## src/rtl/div_sched.sv

```systemverilog
// Two-port round-robin front end for a shared iterative divider.
// Handles divide-by-zero locally and aborts divides whose ready never arrives.
module div_sched #(
  parameter int unsigned WIDTH   = 64,
  parameter int unsigned TIMEOUT = 80
) (
  input  logic             clk,
  input  logic             rst,
  input  logic [1:0]       req,
  input  logic [WIDTH-1:0] n0,
  input  logic [WIDTH-1:0] d0,
  input  logic [WIDTH-1:0] n1,
  input  logic [WIDTH-1:0] d1,
  output logic [1:0]       gnt,
  output logic             busy,
  output logic             res_valid,
  output logic             res_id,
  output logic [WIDTH-1:0] res_q,
  output logic [WIDTH-1:0] res_r,
  output logic [1:0]       res_err,
  output logic             div_en,
  output logic [WIDTH-1:0] div_init,
  output logic [WIDTH-1:0] div_n,
  output logic [WIDTH-1:0] div_d,
  input  logic [WIDTH-1:0] div_q,
  input  logic [WIDTH-1:0] div_r,
  input  logic             div_ready
);

  localparam int unsigned CntW = $clog2(TIMEOUT + 1);

  typedef enum logic [1:0] {StIdle, StIssue, StWait, StResp} state_e;

  state_e           state_q, state_d;
  logic             ptr_q, ptr_d;
  logic [CntW-1:0]  cnt_q, cnt_d;
  logic             id_q, id_d;
  logic [WIDTH-1:0] n_q, n_d, d_q, d_d;
  logic [WIDTH-1:0] rq_q, rq_d, rr_q, rr_d;
  logic [1:0]       err_q, err_d;
  logic             sel;
  logic [WIDTH-1:0] sel_n, sel_d;

  // Pointer only matters when both ports contend.
  always_comb begin
    if (req == 2'b11) sel = ptr_q;
    else              sel = req[1];
    sel_n = sel ? n1 : n0;
    sel_d = sel ? d1 : d0;
  end

  always_comb begin
    state_d = state_q;
    ptr_d   = ptr_q;
    cnt_d   = cnt_q;
    id_d    = id_q;
    n_d     = n_q;
    d_d     = d_q;
    rq_d    = rq_q;
    rr_d    = rr_q;
    err_d   = err_q;
    gnt     = 2'b00;
    div_en  = 1'b0;
    case (state_q)
      StIdle: begin
        if ((|req) && !rst) begin
          gnt   = sel ? 2'b10 : 2'b01;
          id_d  = sel;
          n_d   = sel_n;
          d_d   = sel_d;
          ptr_d = ~sel;
          if (sel_d == '0) begin
            rq_d    = '1;
            rr_d    = sel_n;
            err_d   = 2'b01;
            state_d = StResp;
          end else begin
            state_d = StIssue;
          end
        end
      end
      StIssue: begin
        div_en  = 1'b1;
        cnt_d   = '0;
        state_d = StWait;
      end
      StWait: begin
        cnt_d = cnt_q + 1'b1;
        // Ready in the first WAIT cycle may be left over from the previous divide.
        if ((cnt_q != '0) && div_ready) begin
          rq_d    = div_q;
          rr_d    = div_r;
          err_d   = 2'b00;
          state_d = StResp;
        end else if (cnt_q == CntW'(TIMEOUT - 1)) begin
          rq_d    = '0;
          rr_d    = '0;
          err_d   = 2'b10;
          state_d = StResp;
        end
      end
      StResp: begin
        state_d = StIdle;
      end
      default: begin
        state_d = StIdle;
      end
    endcase
  end

  always_ff @(posedge clk) begin
    if (rst) begin
      state_q <= StIdle;
      ptr_q   <= 1'b0;
      cnt_q   <= '0;
      id_q    <= 1'b0;
      n_q     <= '0;
      d_q     <= '0;
      rq_q    <= '0;
      rr_q    <= '0;
      err_q   <= 2'b00;
    end else begin
      state_q <= state_d;
      ptr_q   <= ptr_d;
      cnt_q   <= cnt_d;
      id_q    <= id_d;
      n_q     <= n_d;
      d_q     <= d_d;
      rq_q    <= rq_d;
      rr_q    <= rr_d;
      err_q   <= err_d;
    end
  end

  assign busy      = (state_q != StIdle);
  assign res_valid = (state_q == StResp);
  assign res_id    = id_q;
  assign res_q     = rq_q;
  assign res_r     = rr_q;
  assign res_err   = err_q;
  assign div_init  = WIDTH'(WIDTH);
  assign div_n     = n_q;
  assign div_d     = d_q;

endmodule
```

## config.mk

```make
export PLATFORM = sky130hd
export DESIGN_NAME = div_sched
export DESIGN_NICKNAME = d
export VERILOG_FILES = /design/src/rtl/div_sched.sv
export SDC_FILE = /design/constraint.sdc
export NUM_CORES = 1
export LEC_CHECK = 0
export CAP_MARGIN = 10
export CORE_AREA = 2 2 276 278
export CTS_BUF_LIST = sky130_fd_sc_hd__clkbuf_8
export CTS_CLUSTER_DIAMETER = 60
export DETAILED_ROUTE_END_ITERATION = 12
export DIE_AREA = 0 0 278 280
export PLACE_DENSITY = 0.56
export SLEW_MARGIN = 15
export SYNTH_ARGS = -nofsm -noshare
export SYNTH_HDL_FRONTEND = slang
export SYNTH_SLANG_ARGS = --single-unit
```

## constraint.sdc

```tcl
create_clock -name clk -period 2.6 [get_ports clk]
set_clock_uncertainty 0.15 [all_clocks]
set_input_delay 0.65 -clock clk [delete_from_list [all_inputs] [get_ports clk]]
set_output_delay 0.65 -clock clk [all_outputs]
set_load 0.01 [all_outputs]
```

==> results.sh, run 1 <==
export IMPL_maxCapViolations=0
export IMPL_failed_checks="setup timing"
export IMPL_max_stage_delay_ns=0.50
export IMPL_peakVddDrop_mv=0.5632
export IMPL_drive_above_1_share_pct=20.66
export IMPL_hold_ws_ns=0.1745
export IMPL_die_y_um=280
export IMPL_final_nets=2990
export IMPL_r2r_cells=10
export IMPL_core_area_um2=75190
export IMPL_fin_ws_ns=-0.07998
export IMPL_die_area_um2=77840
export IMPL_cts_made_buffers=56
export IMPL_grt_pass1_wl_um=111800
export IMPL_worstReg2RegStart="cnt_q[0]"
export IMPL_overflow=0
export IMPL_total_leakage_power_nw=10.08
export IMPL_synth_edff_count=0
export IMPL_drc=0
export IMPL_finalHoldViolations=0
export IMPL_synth_common_cells="dfxtp_1, nand3_1, o21ai_0"
export IMPL_ys_seq_area_share_pct=35.74
export IMPL_r2r_end="res_q[12]"
export IMPL_fin_crit_sh_pct=103.1
export IMPL_seq_area_um2=5389
export IMPL_grt_usage_pct=18.78
export IMPL_power_density_nw_per_um2=851.1
export IMPL_fin_tns_setup_ns=-1.663
export IMPL_wirelength_um=79780
export IMPL_reg2reg_slack_ns=0
export IMPL_cts_sinks=269
export IMPL_cp_slowest_cell="clkdlybuf4s50_1"
export IMPL_syn_cell_area_um2=15070
export IMPL_antenna_found_initial=6
export IMPL_rsz0062_at_grt="yes"
export IMPL_setup_viol=64
export IMPL_synth_top_area_share_pct=35.74
export IMPL_crit_chain="clkdlybuf4s50_1, nor4_2, nand4_1, nor3_1, buf_4, o221a_4, buf_12, buf_16, buf_16, buf_8, a211oi_2, a211oi_2"
export IMPL_multiInputGateArea_um2=9419
export IMPL_min_from="d1[17]"
export IMPL_clockRootBuffer="clkbuf_8"
export IMPL_cts_max_path_buffers=3
export IMPL_outcome="finished, violations left"
export IMPL_path_delay_family="buffers and inverters"
export IMPL_grt_pass1_vias=16700
export IMPL_rows=101
export IMPL_gp_congestion=0.9049
export IMPL_path_max_fanout=6
export IMPL_vias=17850
export IMPL_endpoint_kind="register"
export IMPL_clkTransAtPathRegs_ns=0.06
export IMPL_clk_latency_ns=0.64
export IMPL_die_w_um=278
export IMPL_yosysUniqueCellTypes=46
export IMPL_post_route_min_period_ns=2.680
export IMPL_critPathKind="in2reg"
export IMPL_synth_warnings=0
export IMPL_drtPass1Iterations=5
export IMPL_grt_max_degree=133
export IMPL_synth_top_cells_by_area="dfxtp_1, nand3_1, o21ai_0"
export IMPL_yosysMostFrequentCell="dfxtp_1"
export IMPL_cp_num_buf_inv=6
export IMPL_num_io_pins=717
export IMPL_postSynth_asyncResetShare_pct=0
export IMPL_critical_path_arrival_ns=3.07
export IMPL_cts_tree="built"
export IMPL_pre_cts_slack_ns=-1.240
export IMPL_worst_setup_path_start_kind="primary input"
export IMPL_drt_iter0_markers=916
export IMPL_start_util_pct=20.04
export IMPL_drv_slew=0
export IMPL_tightest_slew_ns=0.6520
export IMPL_yosysTopAreaCell="dfxtp_1"
export IMPL_syn_inst=1852
export IMPL_drt_vias_per_instance=4.938
export IMPL_area_delta_synth_final_pct=76.95
export IMPL_min_to="div_d[17]"
export IMPL_hpwl_um=55190
export IMPL_hold_depth=3
export IMPL_synth_area_per_cell_um2=8.137
export IMPL_wl_per_cell_um=22.07
export IMPL_port_buffers=652
export IMPL_synthFlopType="dfxtp_1"
export IMPL_fmaxAchievable_mhz=373.1
export IMPL_hp_class="in2reg"
export IMPL_crit_required_ns=2.99
export IMPL_drtAntennaViolNets=0
export IMPL_synth_seq_cells=269
export IMPL_htree_levels=2
export IMPL_n_fill_cell=7799
export IMPL_relSlewSlack_pct=56.53
## timing repair
| action | in CTS | in global routing |
|---|---|---|
| buffers inserted | 14 | 14 |
| pin swaps | 53 | 90 |
| endpoints found under the setup margin | 140 | 134 |
| resized for setup | 128 | 177 |
| hold buffers | 0 | 0 |
| cloned | 8 | 15 |
## registers in the layout, summed over array words and instances (netlist names)
| register | count |
|---|---|
| res_id | 1 |
| div_d | 64 |
| res_r | 64 |
| res_q | 64 |
| div_n | 64 |
| state_q | 2 |
| ptr_q | 1 |
| res_err | 2 |
| cnt_q | 7 |
## worst register-to-register path, delay by kind of cell, from the launching register on
kind	cells	cell delay (ns)
and+or+nand+nor	2	0.54
DFF	1	0.32
buffers and inverters	3	0.46
adders and majority gates	1	0.12
AOI/OAI and AO/OA	4	0.92
## layer usage
| layer | wire, µm | up-vias | GRT usage [%] |
|---|---|---|---|
| li1 | - | 8504 | - |
| met1 | 33650 | 8526 | 23.65 |
| met2 | 37260 | 690 | 30.62 |
| met3 | 6651 | 121 | 5.862 |
| met4 | 2167 | 6 | 5.696 |
| met5 | 41 | - | 0 |
## worst max path at each step
stage	from	end	slack [ns]	depth (start not counted)
2_1_floorplan	d0[34]	res_q[42]	-0.08	9
3_3_place_gp	d1[15]	res_err[1]	-1.22	12
3_5_place_dp	d1[16]	res_err[1]	-1.24	12
4_1_cts	req[0]	gnt[1]	-0.15	6
5_1_grt	d0[48]	res_q[57]	-0.10	12
6_report	d0[11]	res_q[57]	-0.08	12
## placed cells by master, fill, tap and decap left out, types with 6 or more instances in the layout
cell type        count
clkdlybuf4s50_1    587
dfxtp_1            266
nand3_1            250
o21ai_0            188
buf_4              185
mux2i_1            106
clkbuf_8            74
nor4_1              72
nand2_1             72
a211oi_1            69
conb_1              64
a21oi_1             63
a211oi_2            60
a31oi_1             50
nor2_1              38
buf_12              38
a2111oi_0           37
o2111ai_2           34
nand4_1             32
o21ai_1             32
dlygate4sd2_1       30
o2111ai_1           28
and3_1              25
a21boi_0            24
inv_1               17
buf_6               17
dlymetal6s2s_1      15
a31oi_4             14
nor4_2              14
clkbuf_16           13
buf_16              10
clkbuf_2             9
nand3_2              7
or4_4                6
a21oi_2              6
## power by group
part | internal (W) | leakage, nW | switching [W]
clock network | 0.00261 | 0.645 | 0.00208
logic | 0.00528 | 7.24 | 0.00686
registers | 0.00516 | 2.20 | 0.000711
total | 0.0131 | 10.1 | 0.00964
## cell families (layout without fill, tap and decap cells)
family	count (synthesis)	after routing	synth area share (%)
adders and majority gates	7	7	0.5812
and+or+nand+nor	539	539	18.32
AOI/OAI and AO/OA	624	624	28.35
xor gates and xnor gates	4	4	0.2325
DFF	269	269	35.74
buffers and inverters	301	1020	9.689
other	2	67	0.04984
muxes	106	106	7.041
## area by class of cell
type,count,area share [%]
inverters,7,0.1830
well taps,978,4.589
flip-flops and latches,269,20.21
multi-input cells,1344,35.32
clock buffers,74,3.819
clock inverters,23,0.4739
diodes,3,0.02815
repair buffers,916,35.37
## per-stage QoR
stage	instance area (µm²)	power, W	instances	utilization, %
3_5_place_dp	23940	0.01677	3473	31.84
3_3_place_gp	23940	0.01677	3473	31.84
4_1_cts	25710	0.02188	3590	34.19
2_1_floorplan	15500	0.01096	1914	-
5_1_grt	26670	0.02395	3614	35.46
6_report	26670	0.02270	3614	35.46
No activity file was read; power rests on OpenSTA's default activity.
==> run 2, diff against run 1 <==
Settings changed: CORE_AREA 2 2 276 278 to 2 2 277 279, CTS_CLUSTER_SIZE from default to 24, DIE_AREA 0 0 278 280 to 0 0 279 281, PLACE_DENSITY 0.56 to 0.54.
Clock period 2.6 ns to 3.1 ns, I/O delays scaled along.
==> results.sh, run 2 (same netlist as run 1, synthesis figures left out) <==
export IMPL_crit_required_ns=2.17
export IMPL_stdcell_area_um2=24360
export IMPL_drc=0
export IMPL_critPathKind="in2out"
export IMPL_grt_usage_pct=18.58
export IMPL_path_delay_family="buffers and inverters"
export IMPL_setup_viol=0
export IMPL_wirelength_um=77010
export IMPL_r2r_cells=10
export IMPL_overflow=0
export IMPL_clockRootBuffer="clkbuf_8"
export IMPL_core_area_um2=75440
export IMPL_drt_vias_per_instance=4.952
export IMPL_drive_above_1_share_pct=12.56
export IMPL_tightest_slew_ns=1.088
export IMPL_endpoint_kind="output port"
export IMPL_htree_levels=2
export IMPL_fin_crit_sh_pct=97.60
export IMPL_path_max_fanout=5
export IMPL_relSlewSlack_pct=27.47
export IMPL_crit_chain="clkdlybuf4s50_1, buf_4, o21ba_2, nand2_4, nor2_1, dlygate4sd2_1"
export IMPL_hpwl_um=57140
export IMPL_antenna_found_initial=14
export IMPL_area_delta_synth_final_pct=61.68
export IMPL_power_density_nw_per_um2=710.0
export IMPL_outcome="finished clean"
export IMPL_num_io_pins=717
export IMPL_reg2reg_slack_ns=0.27
export IMPL_wl_per_cell_um=21.95
export IMPL_dp_cells=3429
export IMPL_clkTransAtPathRegs_ns=0.08
export IMPL_min_to="div_n[63]"
export IMPL_vias=17380
export IMPL_total_leakage_power_nw=8.884
export IMPL_final_nets=2889
export IMPL_maxCapViolations=0
export IMPL_final_cells=3509
export IMPL_r2r_end="res_q[28]"
export IMPL_gp_congestion=0.9171
export IMPL_cts_made_buffers=40
export IMPL_final_cell_mix="clkdlybuf4s50_1, dfxtp_1, nand3_1, o21ai_0, buf_4"
export IMPL_drtPass1Iterations=5
export IMPL_port_buffers=652
export IMPL_drtAntennaViolNets=0
export IMPL_total_power_w=0.01730
export IMPL_rows=101
export IMPL_die_y_um=281
export IMPL_max_stage_delay_ns=0.45
export IMPL_grt_max_degree=158
export IMPL_min_from="div_n[63]"
export IMPL_fmaxAchievable_mhz=330.5
export IMPL_worstReg2RegStart="cnt_q[0]"
export IMPL_grt_pass1_vias=16900
export IMPL_placed_cell_area_um2=23360
export IMPL_hold_depth=2
export IMPL_drt_iter0_markers=1074
export IMPL_drv_slew=0
export IMPL_grt_pass1_wl_um=111500
export IMPL_critical_path_arrival_ns=2.10
export IMPL_fin_tns_setup_ns=0
export IMPL_cts_max_path_buffers=3
export IMPL_cts_tree="built"
export IMPL_clk_latency_ns=0.63
export IMPL_die_w_um=279
export IMPL_cp_num_buf_inv=3
export IMPL_start_util_pct=19.97
export IMPL_hp_class="reg2reg"
export IMPL_finalHoldViolations=0
export IMPL_hold_ws_ns=0.3231
export IMPL_post_route_min_period_ns=3.026
export IMPL_n_fill_cell=7805
export IMPL_mostFrequentLayoutCell="clkdlybuf4s50_1"
export IMPL_cts_sinks=269
export IMPL_worst_setup_path_start_kind="primary input"
export IMPL_die_area_um2=78400
export IMPL_peakVddDrop_mv=0.4563
export IMPL_cp_slowest_cell="clkdlybuf4s50_1"
==> run 2: changes by cell type in the layout (fill, tap and decap cells not counted), sizes merged <==
cell	delta
dlygate4sd2	-29
bufinv	+4
dlymetal6s2s	-14
buf	-78
clkbuf	-51
clkinvlp	+1
clkdlybuf4s15	-4
clkinv	+7
inv	-7
clkdlybuf4s50	+61
diode	+5
==> run 2: worst max path at each step <==
stage	from	endpoint	slack [ns]	depth (start not counted)
2_1_floorplan	rst	gnt[1]	0.16	6
3_3_place_gp	d1[53]	state_q[1]	-0.57	9
3_5_place_dp	d1[53]	res_q[28]	-0.61	8
4_1_cts	state_q[0]	busy	0.003	4
5_1_grt	d1[53]	res_q[28]	-0.01	8
6_report	req[1]	gnt[0]	0.07	6
==> run 2: worst min-delay path, delay by kind of cell, from the launching register on <==
kind | cells | cell delay, ns
flip-flops | 1 | 0.31
AO/OA/AOI/OAI | 1 | 0.06
AND/OR/NAND/NOR | 1 | 0.05
==> run 2: timing repair <==
| item | in CTS | in global routing |
|---|---|---|
| cloned | 0 | 0 |
| resized for setup | 2 | 9 |
| hold buffers | 0 | 0 |
| setup endpoints to repair | 2 | 54 |
| pin swaps | 0 | 0 |
| setup buffers | 0 | 0 |
==> run 2: routing by layer <==
layer  vias up  wire length (µm)  GRT usage (%)  part of all wire [%]
met3        97              5253          4.340                   6.8
met2       642             37500          31.84                    49
met1      8331             32460          23.22                    42
met4         6              1748          5.142                   2.3
li1       8301                 -              -                     -
met5         -                46              0                 0.060
==> run 2: layout make-up <==
class                           instances  area [µm²]  area share [%]
Clock inverter                         28       346.6           1.422
Tap cell                              978        1224           5.022
Antenna cell                            8       20.02         0.08217
Timing Repair Buffer                  831        8177           33.56
Clock buffer                           44       605.6           2.485
Inverter                                7       40.04          0.1643
Sequential cell                       269        5385           22.10
Multi-Input combinational cell       1344        8567           35.16
==> run 2: power by group <==
| part | switching, W | total, W | internal (W) |
|---|---|---|---|
| clock | 0.00179 | 0.00361 | 0.00182 |
| sequential | 0.000564 | 0.00488 | 0.00432 |
| combinational | 0.00510 | 0.00880 | 0.00371 |
| total | 0.00745 | 0.0173 | 0.00985 |
==> run 2: metrics by stage <==
step	util, %	setup WS, ns
finish	32.30	0.07427
global route	32.29	-0.01029
CTS	32.22	0.002766
detailed placement	30.96	-0.6074
global placement	30.96	-0.5671
floorplan	-	0.1618
